==> src/rtl/mem_arb_pkg.sv <==
// Shared types and width defaults for the two-requester memory arbiter.
package mem_arb_pkg;

    typedef enum logic {
        ARB_IDLE = 1'b0,
        ARB_BUSY = 1'b1
    } arb_state_e;

    typedef enum logic {
        SRC_INSTR = 1'b0,
        SRC_DATA  = 1'b1
    } arb_src_e;

    localparam int ADDR_W_DEF = 16;
    localparam int DATA_W_DEF = 16;
    localparam int CNT_W      = 4;

endpackage

==> src/rtl/arb_wait_counter.sv <==
// Loadable counter: counts down to zero (access timing) or, with SAT_UP set,
// counts up and sticks at all-ones (stall statistics).
module arb_wait_counter #(
    parameter int WIDTH  = 4,
    parameter bit SAT_UP = 1'b0
) (
    input  logic             clk,
    input  logic             srst,
    input  logic             load,
    input  logic [WIDTH-1:0] load_val,
    input  logic             en,
    output logic [WIDTH-1:0] count,
    output logic             done
);

    localparam logic [WIDTH-1:0] ONE = WIDTH'(1);

    logic [WIDTH-1:0] count_q, count_d;

    always_comb begin
        count_d = count_q;
        if (load) begin
            count_d = load_val;
        end else if (en) begin
            if (SAT_UP) begin
                if (count_q != '1) count_d = count_q + ONE;
            end else begin
                if (count_q != '0) count_d = count_q - ONE;
            end
        end
    end

    always_ff @(posedge clk) begin
        if (srst) count_q <= '0;
        else      count_q <= count_d;
    end

    assign count = count_q;
    assign done  = SAT_UP ? (count_q == '1) : (count_q == '0);

endmodule

==> src/rtl/mem_arbiter.sv <==
// Shares one single-ported memory between instruction fetch and data stage.
// Define MEM_ARB_STATS_EN to add saturating per-requester stall counters.
module mem_arbiter
    import mem_arb_pkg::*;
#(
    parameter int MEM_LATENCY     = 2,
    parameter int DATA_STREAK_MAX = 4,
    parameter int ADDR_W          = ADDR_W_DEF,
    parameter int DATA_W          = DATA_W_DEF
) (
    input  logic              clk,
    input  logic              rst,
    input  logic              i_req,
    input  logic [ADDR_W-1:0] i_addr,
    output logic              i_ack,
    output logic [DATA_W-1:0] i_rdata,
    input  logic              d_req,
    input  logic              d_wr,
    input  logic [ADDR_W-1:0] d_addr,
    input  logic [DATA_W-1:0] d_wdata,
    output logic              d_ack,
    output logic [DATA_W-1:0] d_rdata,
    output logic              mem_en,
    output logic              mem_wr,
    output logic [ADDR_W-1:0] mem_addr,
    output logic [DATA_W-1:0] mem_wdata,
    input  logic [DATA_W-1:0] mem_rdata,
    output logic              stall,
    output logic              err
`ifdef MEM_ARB_STATS_EN
    ,
    output logic [15:0]       stat_istall,
    output logic [15:0]       stat_dstall
`endif
);

    localparam int                  STREAK_W   = $clog2(DATA_STREAK_MAX + 2);
    localparam logic [STREAK_W-1:0] STREAK_LIM = STREAK_W'(DATA_STREAK_MAX);
    localparam logic [STREAK_W-1:0] STREAK_ONE = STREAK_W'(1);
    localparam logic [CNT_W-1:0]    WAIT_LOAD  = CNT_W'(MEM_LATENCY - 1);

    arb_state_e          state_q, state_d;
    arb_src_e            src_q, src_d;
    logic [ADDR_W-1:0]   addr_q, addr_d;
    logic                wr_q, wr_d;
    logic [DATA_W-1:0]   wdata_q, wdata_d;
    logic [STREAK_W-1:0] streak_q, streak_d;
    logic                drop_q, drop_d;
    logic                err_q, err_d;
    logic [DATA_W-1:0]   i_rdata_q, i_rdata_d;
    logic [DATA_W-1:0]   d_rdata_q, d_rdata_d;
    logic                d_pend_q, d_pend_d;
    logic                d_wr_prev_q, d_wr_prev_d;
    logic [ADDR_W-1:0]   d_addr_prev_q, d_addr_prev_d;

    logic             busy, grant, grant_data, src_req, fin, ack_ok;
    logic             wait_en, wait_done;
    logic [CNT_W-1:0] wait_cnt;

    assign busy       = (state_q == ARB_BUSY);
    assign grant      = !busy && (i_req || d_req);
    assign grant_data = d_req && !(i_req && (streak_q == STREAK_LIM));
    assign src_req    = (src_q == SRC_DATA) ? d_req : i_req;
    assign fin        = busy && wait_done;
    // An abandoned access still runs to completion but never acknowledges.
    assign ack_ok     = fin && src_req && !drop_q && !rst;
    assign i_ack      = ack_ok && (src_q == SRC_INSTR);
    assign d_ack      = ack_ok && (src_q == SRC_DATA);
    assign wait_en    = busy && (wait_cnt != '0);

    arb_wait_counter #(
        .WIDTH (CNT_W),
        .SAT_UP(1'b0)
    ) u_wait (
        .clk     (clk),
        .srst    (rst),
        .load    (grant),
        .load_val(WAIT_LOAD),
        .en      (wait_en),
        .count   (wait_cnt),
        .done    (wait_done)
    );

    always_comb begin
        state_d  = state_q;
        src_d    = src_q;
        addr_d   = addr_q;
        wr_d     = wr_q;
        wdata_d  = wdata_q;
        streak_d = streak_q;
        drop_d   = drop_q;
        if (!busy) begin
            drop_d = 1'b0;
            if (grant) begin
                state_d = ARB_BUSY;
                if (grant_data) begin
                    src_d    = SRC_DATA;
                    addr_d   = d_addr;
                    wr_d     = d_wr;
                    wdata_d  = d_wdata;
                    streak_d = i_req ? streak_q + STREAK_ONE : '0;
                end else begin
                    src_d    = SRC_INSTR;
                    addr_d   = i_addr;
                    wr_d     = 1'b0;
                    wdata_d  = '0;
                    streak_d = '0;
                end
            end
        end else begin
            if (!src_req) drop_d = 1'b1;
            if (fin)      state_d = ARB_IDLE;
        end
    end

    always_comb begin
        err_d = err_q;
        if (busy && !src_req) err_d = 1'b1;
        if (d_pend_q && d_req && ((d_wr != d_wr_prev_q) || (d_addr != d_addr_prev_q)))
            err_d = 1'b1;
        // Write to the address being fetched: flagged, data still goes first.
        if (i_req && d_req && d_wr && (d_addr == i_addr)) err_d = 1'b1;
    end

    assign d_pend_d      = d_req && !d_ack;
    assign d_wr_prev_d   = d_wr;
    assign d_addr_prev_d = d_addr;

    assign i_rdata   = i_ack ? mem_rdata : i_rdata_q;
    assign d_rdata   = (d_ack && !wr_q) ? mem_rdata : d_rdata_q;
    assign i_rdata_d = i_rdata;
    assign d_rdata_d = d_rdata;

    always_ff @(posedge clk) begin
        if (rst) begin
            state_q       <= ARB_IDLE;
            src_q         <= SRC_INSTR;
            addr_q        <= '0;
            wr_q          <= 1'b0;
            wdata_q       <= '0;
            streak_q      <= '0;
            drop_q        <= 1'b0;
            err_q         <= 1'b0;
            i_rdata_q     <= '0;
            d_rdata_q     <= '0;
            d_pend_q      <= 1'b0;
            d_wr_prev_q   <= 1'b0;
            d_addr_prev_q <= '0;
        end else begin
            state_q       <= state_d;
            src_q         <= src_d;
            addr_q        <= addr_d;
            wr_q          <= wr_d;
            wdata_q       <= wdata_d;
            streak_q      <= streak_d;
            drop_q        <= drop_d;
            err_q         <= err_d;
            i_rdata_q     <= i_rdata_d;
            d_rdata_q     <= d_rdata_d;
            d_pend_q      <= d_pend_d;
            d_wr_prev_q   <= d_wr_prev_d;
            d_addr_prev_q <= d_addr_prev_d;
        end
    end

    assign mem_en    = busy;
    assign mem_wr    = busy && wr_q;
    assign mem_addr  = busy ? addr_q : '0;
    assign mem_wdata = busy ? wdata_q : '0;
    assign stall     = (i_req && !i_ack) || (d_req && !d_ack);
    assign err       = err_q;

`ifdef MEM_ARB_STATS_EN
    logic istall_full, dstall_full;

    arb_wait_counter #(
        .WIDTH (16),
        .SAT_UP(1'b1)
    ) u_istall (
        .clk     (clk),
        .srst    (rst),
        .load    (1'b0),
        .load_val(16'h0000),
        .en      (i_req && !i_ack && !istall_full),
        .count   (stat_istall),
        .done    (istall_full)
    );

    arb_wait_counter #(
        .WIDTH (16),
        .SAT_UP(1'b1)
    ) u_dstall (
        .clk     (clk),
        .srst    (rst),
        .load    (1'b0),
        .load_val(16'h0000),
        .en      (d_req && !d_ack && !dstall_full),
        .count   (stat_dstall),
        .done    (dstall_full)
    );
`endif

endmodule

==> config.mk <==
export PLATFORM = sky130hd
export DESIGN_NAME = mem_arbiter
export DESIGN_NICKNAME = d
export VERILOG_FILES = /design/src/rtl/mem_arb_pkg.sv /design/src/rtl/arb_wait_counter.sv /design/src/rtl/mem_arbiter.sv
export SDC_FILE = /design/constraint.sdc
export NUM_CORES = 1
export LEC_CHECK = 0
export BUFFER_PORTS_ARGS = -buffer_cell sky130_fd_sc_hd__buf_2
export CAP_MARGIN = 20
export CELL_PAD_IN_SITES_DETAIL_PLACEMENT = 0
export CELL_PAD_IN_SITES_GLOBAL_PLACEMENT = 1
export CORE_ASPECT_RATIO = 0.8
export CORE_MARGIN = 3
export CORE_UTILIZATION = 39
export CTS_BUF_LIST = sky130_fd_sc_hd__clkbuf_4
export CTS_CLUSTER_DIAMETER = 120
export DETAILED_ROUTE_END_ITERATION = 12
export GPL_ROUTABILITY_DRIVEN = 1
export PLACE_DENSITY_LB_ADDON = 0.1
export SKIP_CTS_REPAIR_TIMING = 1
export SYNTH_ARGS = -nofsm -noshare
export SYNTH_HDL_FRONTEND = slang
export SYNTH_SLANG_ARGS = --single-unit
==> constraint.sdc <==
create_clock -name clk -period 2.62 [get_ports clk]
set_clock_uncertainty 0.15 [all_clocks]
set_input_delay 0.524 -clock clk [delete_from_list [all_inputs] [get_ports clk]]
set_output_delay 0.524 -clock clk [all_outputs]
set_load 0.02 [all_outputs]
# Word level (Yosys, flattened, before mapping)

Index checks and enable logic that the tools add are counted.
W data, S select, Z words.

Register bits: 94
Latch bits: 0
Bits in writable memories: 0
Memory bits (read-only): 0
Input bits: 69
Word-level logic and storage cells: 84
Memories: 0

Add/subtract/negate cells: 2
Multiply operators: 0
Divide/modulo/power cells: 0
Magnitude comparators: 0
Equal/unequal tests: 4
Shift-type cells: 0
Multiplexer cells: 20
Bitwise operators: 2
Reductions and logical operators: 41

Operators by type and width:

| kind                  | count |
|---|---|
| $mux W16              | 6 |
| $logic_and A1 B1 Y1   | 20 |
| $eq A16 B16 Y1        | 1 |
| $ne A16 B16 Y1        | 1 |
| $mux W1               | 12 |
| $logic_not A1 Y1      | 8 |
| $mux W3               | 2 |
| $reduce_and A2 Y1     | 3 |
| $logic_not A4 Y1      | 1 |
| $reduce_bool A2 Y1    | 2 |
| $reduce_bool A4 Y1    | 1 |
| $reduce_or A2 Y1      | 2 |
| $sub A4 B1 Y4 const B | 1 |
| $add A3 B1 Y3 const B | 1 |
| $eq A3 B3 Y1 const B  | 1 |
| $logic_or A1 B1 Y1    | 3 |
| $reduce_bool A3 Y1    | 1 |
| $not A1 Y1            | 2 |
| $ne A1 B1 Y1          | 1 |

# Longest topological paths before layout

Gate-level depths: netlist (run 1).

Depth after elaboration: 9
Gate-level depth with buffers: 9
Mapped depth without buffers: 7

# Cells and area by module

A second synthesis (run 1) with hierarchy kept.

Cells, all modules: 446
Area, all modules: 4365.4 um2

Modules (own cells, without submodules):

| module           | times used | cells each | area an instance (um2) | sequential area each (um2) |
|---|---|---|---|---|
| mem_arbiter      | 1          | 417        | 4098.9                 | 1801.7 |
| arb_wait_counter | 1          | 29         | 266.5                  | 80.1 |

# Worst setup path before layout (run 1)

OpenSTA, ideal clock, no wires.

Path type: input -> output
Start point: input rst
End point: output d_rdata[10]
Arrival time: 1.781 ns
Path slack: 0.165 ns
Cell stages on the path: 6
Path buffers: 2
Cells stage by stage: nand2b_1 -> nor4_4 -> and4b_1 -> buf_4 -> buf_8 -> mux2_4

Word-level cells in the longest chain between the ends: 5

RTL lines:

| item                | RTL line           | RTL |
|---|---|---|
| start, declared     | mem_arbiter.sv:12  | `input logic rst,` |
| $logic_not A1 Y1    | mem_arbiter.sv:66  | `assign ack_ok = fin && src_req && !drop_q && !rst;` |
| $logic_and A1 B1 Y1 | mem_arbiter.sv:66  |  |
| $logic_and A1 B1 Y1 | mem_arbiter.sv:68  | `assign d_ack = ack_ok && (src_q == SRC_DATA);` |
| $logic_and A1 B1 Y1 | mem_arbiter.sv:130 | `assign d_rdata = (d_ack && !wr_q) ? mem_rdata : d_rdata_q;` |
| $mux W16            | mem_arbiter.sv:130 |  |
| end, declared       | mem_arbiter.sv:22  | `output logic [DATA_W-1:0] d_rdata,` |

Every way passes these cells.

# Worst setup path in the final report (run 1)

Start point: register u_wait.count_q[0], in the netlist u_wait.count[0]
End point: output d_rdata[10]

Word-level cells in the longest chain between the ends: 8

RTL lines:

| item                              | RTL line               | RTL |
|---|---|---|
| start, declared                   | arb_wait_counter.sv:18 | `logic [WIDTH-1:0] count_q, count_d;` |
| start signal, assigned            | arb_wait_counter.sv:35 | `else count_q <= count_d;` |
| $logic_not A4 Y1                  | arb_wait_counter.sv:39 | `assign done = SAT_UP ? (count_q == '1) : (count_q == '0);` |
| $logic_and A1 B1 Y1               | mem_arbiter.sv:64      | `assign fin = busy && wait_done;` |
| $logic_and A1 B1 Y1 (3 in series) | mem_arbiter.sv:66      |  |
| $logic_and A1 B1 Y1               | mem_arbiter.sv:68      |  |
| $logic_and A1 B1 Y1               | mem_arbiter.sv:130     |  |
| $mux W16                          | mem_arbiter.sv:130     |  |

Every way passes these cells.

==> results.sh, run 1 <==
export IMPL_outcome="finished with violations"
export IMPL_violations="negative setup slack"
export IMPL_synth_edf_count=0
export IMPL_firstDrtPassIters=4
export IMPL_yosys_register_bits=94
export IMPL_wl_um=10700
export IMPL_synth_compound_area_share_pct=9.39
export IMPL_numCtsBuffers=9
export IMPL_synth_ff_type="dfxtp_1"
export IMPL_syn2layout_area_growth_pct=34.2
export IMPL_ios=139
export IMPL_synth_top_family_by_area="simple AND/OR/NAND/NOR gates"
export IMPL_p_leak_nw=2.53
export IMPL_hold_viol=0
export IMPL_synthSimpleGateAreaFrac_pct=23.5
export IMPL_worst_slew_pin_slew_ns=0.465
export IMPL_numClockSinks=94
export IMPL_clock_power_share_pct=28.1
export IMPL_seqPwrFrac_pct=53.9
export IMPL_worst_ep_arrival_time_ns=2.26
export IMPL_final_common_cell="buf_2"
export IMPL_grt_max_degree=42
export IMPL_grt_pass1_vias=3230
export IMPL_hold_path_class="input pin to register"
export IMPL_p_sw_share_pct=28.3
export IMPL_power_switching_mw=0.808
export IMPL_async_flop_share_pct=0
export IMPL_finalCritPeriodShare_pct=112
export IMPL_slew_headroom_pct=68.7
export IMPL_p_int_mw=2.05
export IMPL_dp_final_hpwl_um=7500
export IMPL_crit_buf_inv=3
export IMPL_initial_core_util_pct=41.5
export IMPL_grt_usage_pct=17.2
export IMPL_maxCapViolCount=0
export IMPL_fin_ws_ns=-0.310
export IMPL_dr_total_vias=3458
export IMPL_die_y_um=98.1
export IMPL_rows=32
export IMPL_grt_pass1_wl_um=16400
export IMPL_antenna_found_initial=0
export IMPL_synth_area_leader_cell="dfxtp_1"
export IMPL_clkLatencyLatePin_ns=0.45
export IMPL_critPathKind="register to output pin"
export IMPL_synth_area_um2=4130
export IMPL_placed_cells=681
export IMPL_cp_required_ns=1.95
export IMPL_ant_nets=0
export IMPL_ctsHtreeMaxLevel=3
export IMPL_place_congestion=0.738
export IMPL_fin_cells=706
export IMPL_cp_slowest_stage_delay_ns=0.38
export IMPL_antenna_cells=0
export IMPL_die_area_um2=11900
export IMPL_syn_nets=493
export IMPL_crit_family="simple AND/OR/NAND/NOR gates"
export IMPL_syn_inst=420
export IMPL_final_nets=638
export IMPL_synth_xor_area_share_pct=7.21
export IMPL_final_cell_mix="buf_2 (103), dfxtp_1 (92), and2_1 (65)"
export IMPL_combPwrFrac_pct=18.0
export IMPL_drc=0
export IMPL_synth_area_leaders="dfxtp_1 (46%), and2_1 (9.8%), mux2_2 (4.1%)"
export IMPL_syn_area_per_cell_um2=9.84
export IMPL_drt_first_iter_violations=166
export IMPL_cts_root_buffer="clkbuf_4"
export IMPL_clk_pin_slew_ns=0.15
export IMPL_finalPower_mw=2.86
export IMPL_path_max_fanout=8
export IMPL_path_cells="inv_2 > ha_4 > nand2b_4 > nor4_4 > and4b_2 > clkbuf_16 > mux2_4 > buf_6"
export IMPL_ir_drop_v=0.000257
export IMPL_yosysWarnings=0
export IMPL_rsz0062_at_grt="yes"
export IMPL_portBuffers=138
export IMPL_synthAdderAreaFrac_pct=1.21
export IMPL_hold_worst_slack_ns=0.114
export IMPL_drt_wirelength_per_cell_um=15.1
export IMPL_die_x_um=121
export IMPL_powerDensity_nw_per_um2=516
export IMPL_finalCriticalPeriod_ns=2.93
export IMPL_synth_top_area_share_pct=45.5
export IMPL_coreArea_um2=9970
export IMPL_cts_tree="built"
export IMPL_final_max_slew_violation_count=0
export IMPL_report_final_setup_viol=32
export IMPL_via_per_inst=4.90
export IMPL_crit_path_end_kind="output pin"
export IMPL_synthMuxAreaShare_pct=9.63
export IMPL_ys_seq_area_share_pct=45.5
export IMPL_critPathLaunchType="register"
export IMPL_grt_ovfl_total=0
export IMPL_timing_fmax_mhz=341
export IMPL_slowest_stage="and4b_2"
export IMPL_yosysUniqueCellTypes=39
export IMPL_cts_buffer_depth=2
export IMPL_layout_drive_gt1_share_pct=38.9
## layout make-up
class	count	area [µm²]
Fill cell	914	4420
Multi-Input combinational cell	294	2180
Sequential cell	94	1880
Timing Repair Buffer	160	1150
Tap cell	136	170
Clock buffer	11	82.6
Clock inverter	5	58.8
Inverter	6	22.5
## state kept, by name, indices dropped and copies added (netlist names)
| name | count |
|---|---|
| addr_q | 16 |
| d_addr_prev_q | 16 |
| d_pend_q | 1 |
| d_rdata_q | 16 |
| d_wr_prev_q | 1 |
| drop_q | 1 |
| err | 1 |
| i_rdata_q | 16 |
| mem_en | 1 |
| src_q | 1 |
| streak_q | 3 |
| u_wait.count | 4 |
| wdata_q | 16 |
| wr_q | 1 |
## stage by stage
step / instance area [µm²] / setup WS, ns / setup TNS, ns / utilization [%]
detailed placement: 5000 / -0.0516 / -0.275 / 50.1
floorplan: 4130 / 0.165 / 0 / -
global route: 5550 / -0.450 / -11.93 / 55.6
global placement: 5000 / -0.0219 / -0.123 / 50.1
CTS: 5140 / -0.488 / -13.11 / 51.6
finish: 5550 / -0.310 / -7.16 / 55.6
## per-layer routing
metal	global-route usage (%)	vias up	part of all wire, %
met1	24.6	1630	48
li1	-	1723	-
met3	4.40	10	5.3
met5	0	-	0
met2	25.7	95	45
met4	4.70	0	1.1
## logic make-up after synthesis
kind of cell    count (synthesis)
compound gates                 49
xor+xnor                       34
fa+ha+maj                       4
buf+inv                        32
flops                          94
mux                            32
simple gates                  175
## cells in the mapped netlist, drive strengths merged (3+ instances only)
cell type / number
and2: 65
a21oi: 5
a22o: 17
buf: 7
xnor2: 18
nor4: 5
o21ai: 3
nand2: 23
nor2b: 18
inv: 6
clkbuf: 19
xor2: 16
nand3: 20
nor2: 28
dfxtp: 94
mux2: 32
a311oi: 16
nand4: 5
nor3: 4
ha: 4
## worst register-to-register path, stage by stage, from the launching register on
cell	delay, ns
dfxtp_2	0.36
inv_2	0.07
ha_4	0.13
nand2b_4	0.06
nor4_4	0.16
and4b_2	0.38
buf_12	0.17
mux2_4	0.32
buf_4	0.13
and2_1	0.15
## worst paths after layout
kind	endpoint	slack [ns]	startpoint	cells after the start
setup reg to reg	d_rdata_q[7]$_SDFF_PP0_	0.46	u_wait.count[0]$_SDFFE_PP0P_	9
hold / removal	wdata_q[2]$_SDFFE_PP0P_	0.11	d_wdata[2]	2
hold reg to reg	u_wait.count[0]$_SDFFE_PP0P_	0.33	u_wait.count[0]$_SDFFE_PP0P_	1
setup / recovery	d_rdata[10]	-0.31	u_wait.count[0]$_SDFFE_PP0P_	8
## power groups by stage
stage	combinational (mW)	sequential, mW	clock [mW]
after floorplan	0.290	1.57	0
after global placement	0.467	1.57	0
after detailed placement	0.473	1.57	0
after CTS	0.475	1.54	0.840
after global routing	0.568	1.55	0.892
final	0.515	1.54	0.803
Note: power is estimated with default switching activity, not from simulation.
==> run 2, diff against run 1 <==
--- a/config.mk
+++ b/config.mk
@@ -10,7 +10,7 @@
 export CELL_PAD_IN_SITES_DETAIL_PLACEMENT = 0
 export CELL_PAD_IN_SITES_GLOBAL_PLACEMENT = 1
 export CORE_ASPECT_RATIO = 0.8
-export CORE_MARGIN = 3
+export CORE_MARGIN = 2
 export CORE_UTILIZATION = 39
 export CTS_BUF_LIST = sky130_fd_sc_hd__clkbuf_4
 export CTS_CLUSTER_DIAMETER = 120
==> run 2 against run 1 <==
Against the previous run: the flow still finishes with violations (negative setup slack); core utilization down 1.8 points; register-to-register slack got worse by 0.06 ns; global-route usage rose by 0.51 points; sequential power about the same; clock power is 12% lower; sequential share of layout area up 0.061 points; combinational power grew 0.8%; non-clock buffer count unchanged; setup slack worse by 0.042 ns.
==> results.sh, run 2 (synthesis results as in run 1) <==
export IMPL_grt_max_degree=42
export IMPL_timing_fmax_mhz=337
export IMPL_critPathKind="register to output pin"
export IMPL_clk_pin_slew_ns=0.15
export IMPL_final_max_slew_violation_count=0
export IMPL_grt_pass1_wl_um=15800
export IMPL_drt_first_iter_violations=219
export IMPL_cp_required_ns=1.95
export IMPL_antenna_cells=0
export IMPL_place_area_um2=5000
export IMPL_hold_viol=0
export IMPL_hold_path_class="input pin to register"
export IMPL_crit_path_end_kind="output pin"
export IMPL_antenna_found_initial=0
export IMPL_numClockSinks=94
export IMPL_coreArea_um2=10300
export IMPL_stdcell_area_um2=5540
export IMPL_placed_cells=685
export IMPL_rows=33
export IMPL_report_final_setup_viol=34
export IMPL_final_nets=638
export IMPL_portBuffers=138
export IMPL_drc=0
export IMPL_via_per_inst=4.79
export IMPL_clkLatencyLatePin_ns=0.44
export IMPL_worst_slew_pin_slew_ns=0.576
export IMPL_dr_total_vias=3399
export IMPL_ctsHtreeMaxLevel=3
export IMPL_grt_ovfl_total=0
export IMPL_fin_ws_ns=-0.352
export IMPL_drt_wirelength_per_cell_um=14.8
export IMPL_final_common_cell="buf_2"
export IMPL_path_cells="inv_2 > ha_4 > nand2b_4 > nor4_4 > and4b_2 > clkbuf_16 > mux2_4 > buf_6"
export IMPL_violations="negative setup slack"
export IMPL_syn2layout_area_growth_pct=34.0
export IMPL_critPathLaunchType="register"
export IMPL_fin_cells=710
export IMPL_finalCritPeriodShare_pct=113
export IMPL_worst_ep_arrival_time_ns=2.30
export IMPL_firstDrtPassIters=4
export IMPL_final_cell_mix="buf_2 (103), dfxtp_1 (92), and2_1 (65)"
export IMPL_fin_tns_setup_ns=-9.42
export IMPL_cts_tree="built"
export IMPL_grt_pass1_vias=3018
export IMPL_die_y_um=96.1
export IMPL_die_x_um=119
export IMPL_maxCapViolCount=0
export IMPL_die_area_um2=11400
export IMPL_rsz0062_at_grt="yes"
export IMPL_wl_um=10500
export IMPL_grt_usage_pct=17.7
export IMPL_cp_slowest_stage_delay_ns=0.39
export IMPL_place_congestion=0.784
export IMPL_powerDensity_nw_per_um2=500
export IMPL_slowest_stage="and4b_2"
export IMPL_path_max_fanout=8
export IMPL_slew_headroom_pct=61.2
export IMPL_numCtsBuffers=9
export IMPL_finalCriticalPeriod_ns=2.97
export IMPL_ant_nets=0
export IMPL_dp_slack_ns=-0.0815
export IMPL_outcome="finished with violations"
export IMPL_ios=139
export IMPL_p_leak_nw=2.52
export IMPL_ir_drop_v=0.000292
export IMPL_initial_core_util_pct=40.2
export IMPL_finalPower_mw=2.77
export IMPL_cts_buffer_depth=2
export IMPL_cts_root_buffer="clkbuf_4"
export IMPL_dp_final_hpwl_um=7280
export IMPL_layout_drive_gt1_share_pct=39.3
## run 2: cell types whose count changed in the layout (fill, tap and decap cells not counted), sizes merged
| cell | change |
|---|---|
| bufinv | -1 |
| inv | +1 |
| clkbuf | -1 |
| clkinv | -1 |
| clkinvlp | +2 |
## run 2: layout make-up
type | count | area, µm²
Fill cell | 967 | 4740
Multi-Input combinational cell | 294 | 2180
Sequential cell | 94 | 1880
Timing Repair Buffer | 160 | 1160
Tap cell | 140 | 175
Clock buffer | 10 | 75.1
Clock inverter | 6 | 45.0
Inverter | 6 | 25.0
## run 2: metrics by stage
| step | util, % | hold slack (ns) |
|---|---|---|
| 5_1_grt | 53.9 | 0.0629 |
| 6_report | 53.9 | 0.125 |
| 3_5_place_dp | 48.7 | 0.307 |
| 2_1_floorplan | - | 0.289 |
| 4_1_cts | 49.8 | 0.0781 |
| 3_3_place_gp | 48.7 | 0.299 |
## run 2: critical path: cells and delay by family, from the launching register on
kind,cells,cell delay [ns]
DFF,1,0.35
buffers and inverters,3,0.40
muxes,1,0.32
adders and majority gates,1,0.14
and+or+nand+nor,3,0.65
## run 2: path summary, 6_finish.rpt
check                                  to  depth (start not counted)  slack [ns]                          from
setup / recovery              d_rdata[12]                          8       -0.35  u_wait.count[1]$_SDFFE_PP0P_
hold / removal    wdata_q[8]$_SDFFE_PP0P_                          2        0.12                    d_wdata[8]
setup reg to reg  d_rdata_q[7]$_SDFF_PP0_                          9        0.40  u_wait.count[1]$_SDFFE_PP0P_
hold reg to reg   wdata_q[8]$_SDFFE_PP0P_                          1        0.34       wdata_q[8]$_SDFFE_PP0P_
## run 2: power breakdown
part	switching, mW	total (mW)	internal (mW)
Combinational	0.287	0.519	0.232
Sequential	0.0357	1.54	1.50
Clock	0.500	0.710	0.211
Total	0.822	2.77	1.95
## run 2: layer usage
metal,routed length (µm),GRT usage [%]
met1,5280,25.7
met2,4610,25.7
met3,556,4.74
met4,104,4.76
met5,0,0
==> run 3, diff against run 2 <==
--- a/config.mk
+++ b/config.mk
@@ -16,8 +16,10 @@
 export CTS_CLUSTER_DIAMETER = 120
 export DETAILED_ROUTE_END_ITERATION = 12
 export GPL_ROUTABILITY_DRIVEN = 1
+export GPL_TIMING_DRIVEN = 1
 export PLACE_DENSITY_LB_ADDON = 0.1
 export SKIP_CTS_REPAIR_TIMING = 1
 export SYNTH_ARGS = -nofsm -noshare
 export SYNTH_HDL_FRONTEND = slang
+export SYNTH_HIERARCHICAL = 1
 export SYNTH_SLANG_ARGS = --single-unit
==> run 3 against run 2 <==
Against the previous run: the flow still finishes with violations (negative setup slack); largest power group unchanged; critical path type unchanged; synthesized area increased by 5.6%; setup slack got worse by 0.16 ns; core utilization shrank 1.2 points; sequential power hardly changed; synthesized cell count rose by 6.2%.
==> results.sh, run 3 <==
export IMPL_outcome="finished with violations"
export IMPL_violations="negative setup slack"
export IMPL_async_flop_share_pct=0
export IMPL_fin_cells=744
export IMPL_final_core_util_pct=52.6
export IMPL_power_switching_mw=0.891
export IMPL_dp_slack_ns=-0.125
export IMPL_layout_drive_gt1_share_pct=38.5
export IMPL_finalCritPeriodShare_pct=119
export IMPL_combPwrFrac_pct=19.9
export IMPL_drt_wirelength_per_cell_um=15.2
export IMPL_path_max_fanout=18
export IMPL_path_depth=10
export IMPL_clock_power_share_pct=29.6
export IMPL_final_max_slew_violation_count=0
export IMPL_fin_ws_ns=-0.508
export IMPL_cp_required_ns=1.95
export IMPL_worst_slew_pin_slew_ns=0.892
export IMPL_powerDensity_nw_per_um2=535
export IMPL_rsz0062_at_grt="yes"
export IMPL_ys_seq_area_share_pct=43.1
export IMPL_crit_family="simple AND/OR/NAND/NOR gates"
export IMPL_drc=0
export IMPL_slowest_stage="or3b_4"
export IMPL_p_sw_share_pct=29.1
export IMPL_portBuffers=138
export IMPL_min_path_cells=3
export IMPL_numCtsBuffers=9
export IMPL_multiInputGateArea_um2=2350
export IMPL_synth_area_leaders="dfxtp_1 (43%), mux2_4 (6.2%), nor2b_1 (5.6%)"
export IMPL_place_congestion=0.791
export IMPL_grt_pass1_wl_um=17700
export IMPL_r2r_setup_slack_ns=0.35
export IMPL_final_nets=667
export IMPL_dp_final_hpwl_um=7860
export IMPL_r2r_cells=10
export IMPL_grt_usage_pct=18.7
export IMPL_final_common_cell="buf_2"
export IMPL_antenna_cells=0
export IMPL_die_area_um2=12100
export IMPL_maxCapViolCount=0
export IMPL_clk_pin_slew_ns=0.15
export IMPL_grt_max_degree=83
export IMPL_synth_area_um2=4370
export IMPL_slew_headroom_pct=40.6
export IMPL_rows=34
export IMPL_hold_path_class="input pin to register"
export IMPL_synth_most_common_cell="dfxtp_1"
export IMPL_timing_fmax_mhz=320
export IMPL_drt_first_iter_violations=149
export IMPL_cp_slowest_stage_delay_ns=0.37
export IMPL_path_cells="inv_2 > ha_4 > or3b_4 > inv_2 > and2b_2 > buf_4 > nand4b_4 > buf_12 > mux2_4 > buf_2"
export IMPL_finalCriticalPeriod_ns=3.13
export IMPL_antenna_found_initial=0
export IMPL_critPathKind="register to output pin"
export IMPL_synth_common_cells="dfxtp_1 (94), nor2_1 (42), nor2b_1 (39), and2_1 (34)"
export IMPL_synth_edf_count=0
export IMPL_final_cell_mix="buf_2 (107), dfxtp_1 (92), nor2_1 (42)"
export IMPL_dr_total_vias=3572
export IMPL_initial_core_util_pct=40.1
export IMPL_grt_ovfl_total=0
export IMPL_wl_um=11300
export IMPL_ant_nets=0
export IMPL_synth_ff_type="dfxtp_1"
export IMPL_ctsHtreeMaxLevel=3
export IMPL_synth_top_area_share_pct=43.1
export IMPL_syn2layout_area_growth_pct=31.3
export IMPL_synth_area_leader_cell="dfxtp_1"
export IMPL_yosysWarnings=6
export IMPL_p_leak_nw=2.66
export IMPL_regArea_um2=1880
export IMPL_yosys_register_bits=94
export IMPL_yosysUniqueCellTypes=50
export IMPL_syn_area_per_cell_um2=9.79
export IMPL_via_per_inst=4.80
export IMPL_seqPwrFrac_pct=50.5
export IMPL_cts_tree="built"
export IMPL_cts_buffer_depth=2
export IMPL_crit_path_end_kind="output pin"
export IMPL_die_y_um=98.6
export IMPL_p_int_mw=2.17
export IMPL_cts_root_buffer="clkbuf_4"
export IMPL_grt_pass1_vias=3494
export IMPL_numClockSinks=94
export IMPL_critPathLaunchType="register"
export IMPL_crit_buf_inv=5
export IMPL_syn_inst=446
export IMPL_firstDrtPassIters=4
export IMPL_worst_ep_arrival_time_ns=2.45
export IMPL_clkLatencyLatePin_ns=0.45
export IMPL_ir_drop_v=0.000354
export IMPL_ios=139
export IMPL_report_final_setup_viol=35
export IMPL_placed_cells=724
export IMPL_hold_viol=0
export IMPL_cp_common_cell="inv_2"
export IMPL_fillers=1053
export IMPL_coreArea_um2=10900
export IMPL_die_x_um=122
-- run 3: final cells by class --
type / count / share of cell area [%]
well taps: 144 / 3.14
clock buffers: 9 / 1.18
multi-input cells: 316 / 40.9
inverters: 9 / 0.589
clock inverters: 7 / 1.70
repair buffers: 165 / 19.6
flip-flops and latches: 94 / 32.9
-- run 3: kinds of logic after synthesis --
group,share of synthesized area (%)
xor gates and xnor gates,6.62
adders and majority gates,0.860
AOI/OAI and AO/OA,9.86
muxes,10.0
other,0.172
and+or+nand+nor,25.2
buffers and inverters,4.16
DFF,43.1
-- run 3: metal layers --
layer / up-vias / routed length, µm / GRT usage (%)
met5: - / 0 / 0
met4: 0 / 126 / 5.04
met3: 12 / 739 / 5.73
met2: 105 / 5170 / 29.2
met1: 1649 / 5270 / 25.1
li1: 1806 / - / -
-- run 3: stage by stage --
| stage | hold slack (ns) | cell area [µm²] | TNS [ns] | power [mW] |
|---|---|---|---|---|
| global route | 0.128 | 5730 | -20.74 | 3.22 |
| CTS | 0.118 | 5500 | -18.32 | 3.07 |
| finish | 0.147 | 5730 | -16.51 | 3.06 |
| detailed placement | 0.324 | 5340 | -1.55 | 2.17 |
| floorplan | 0.299 | 4390 | -0.621 | 1.94 |
| global placement | 0.310 | 5340 | -1.29 | 2.16 |
-- run 3: worst min-delay path, cell delays in order --
cell,delay (ns)
buf_2,0.07
a22oi_1,0.05
nor2_1,0.07
-- run 3: worst paths after layout --
| path | to | start |
|---|---|---|
| setup / recovery | i_rdata[10] | u_wait/count[0]$_SDFFE_PP0P_ |
| hold / removal | wdata_q[0]$_SDFFE_PP0P_ | d_wdata[0] |
| setup reg to reg | i_rdata_q[9]$_SDFF_PP0_ | u_wait/count[0]$_SDFFE_PP0P_ |
| hold reg to reg | streak_q[0]$_SDFFE_PP0P_ | streak_q[0]$_SDFFE_PP0P_ |
-- run 3: power by group through the flow --
stage / combinational (mW) / clock, mW / sequential (mW)
finish: 0.610 / 0.906 / 1.55
global route: 0.670 / 0.989 / 1.56
CTS: 0.588 / 0.936 / 1.55
detailed placement: 0.586 / 0 / 1.58
global placement: 0.579 / 0 / 1.58
floorplan: 0.360 / 0 / 1.58
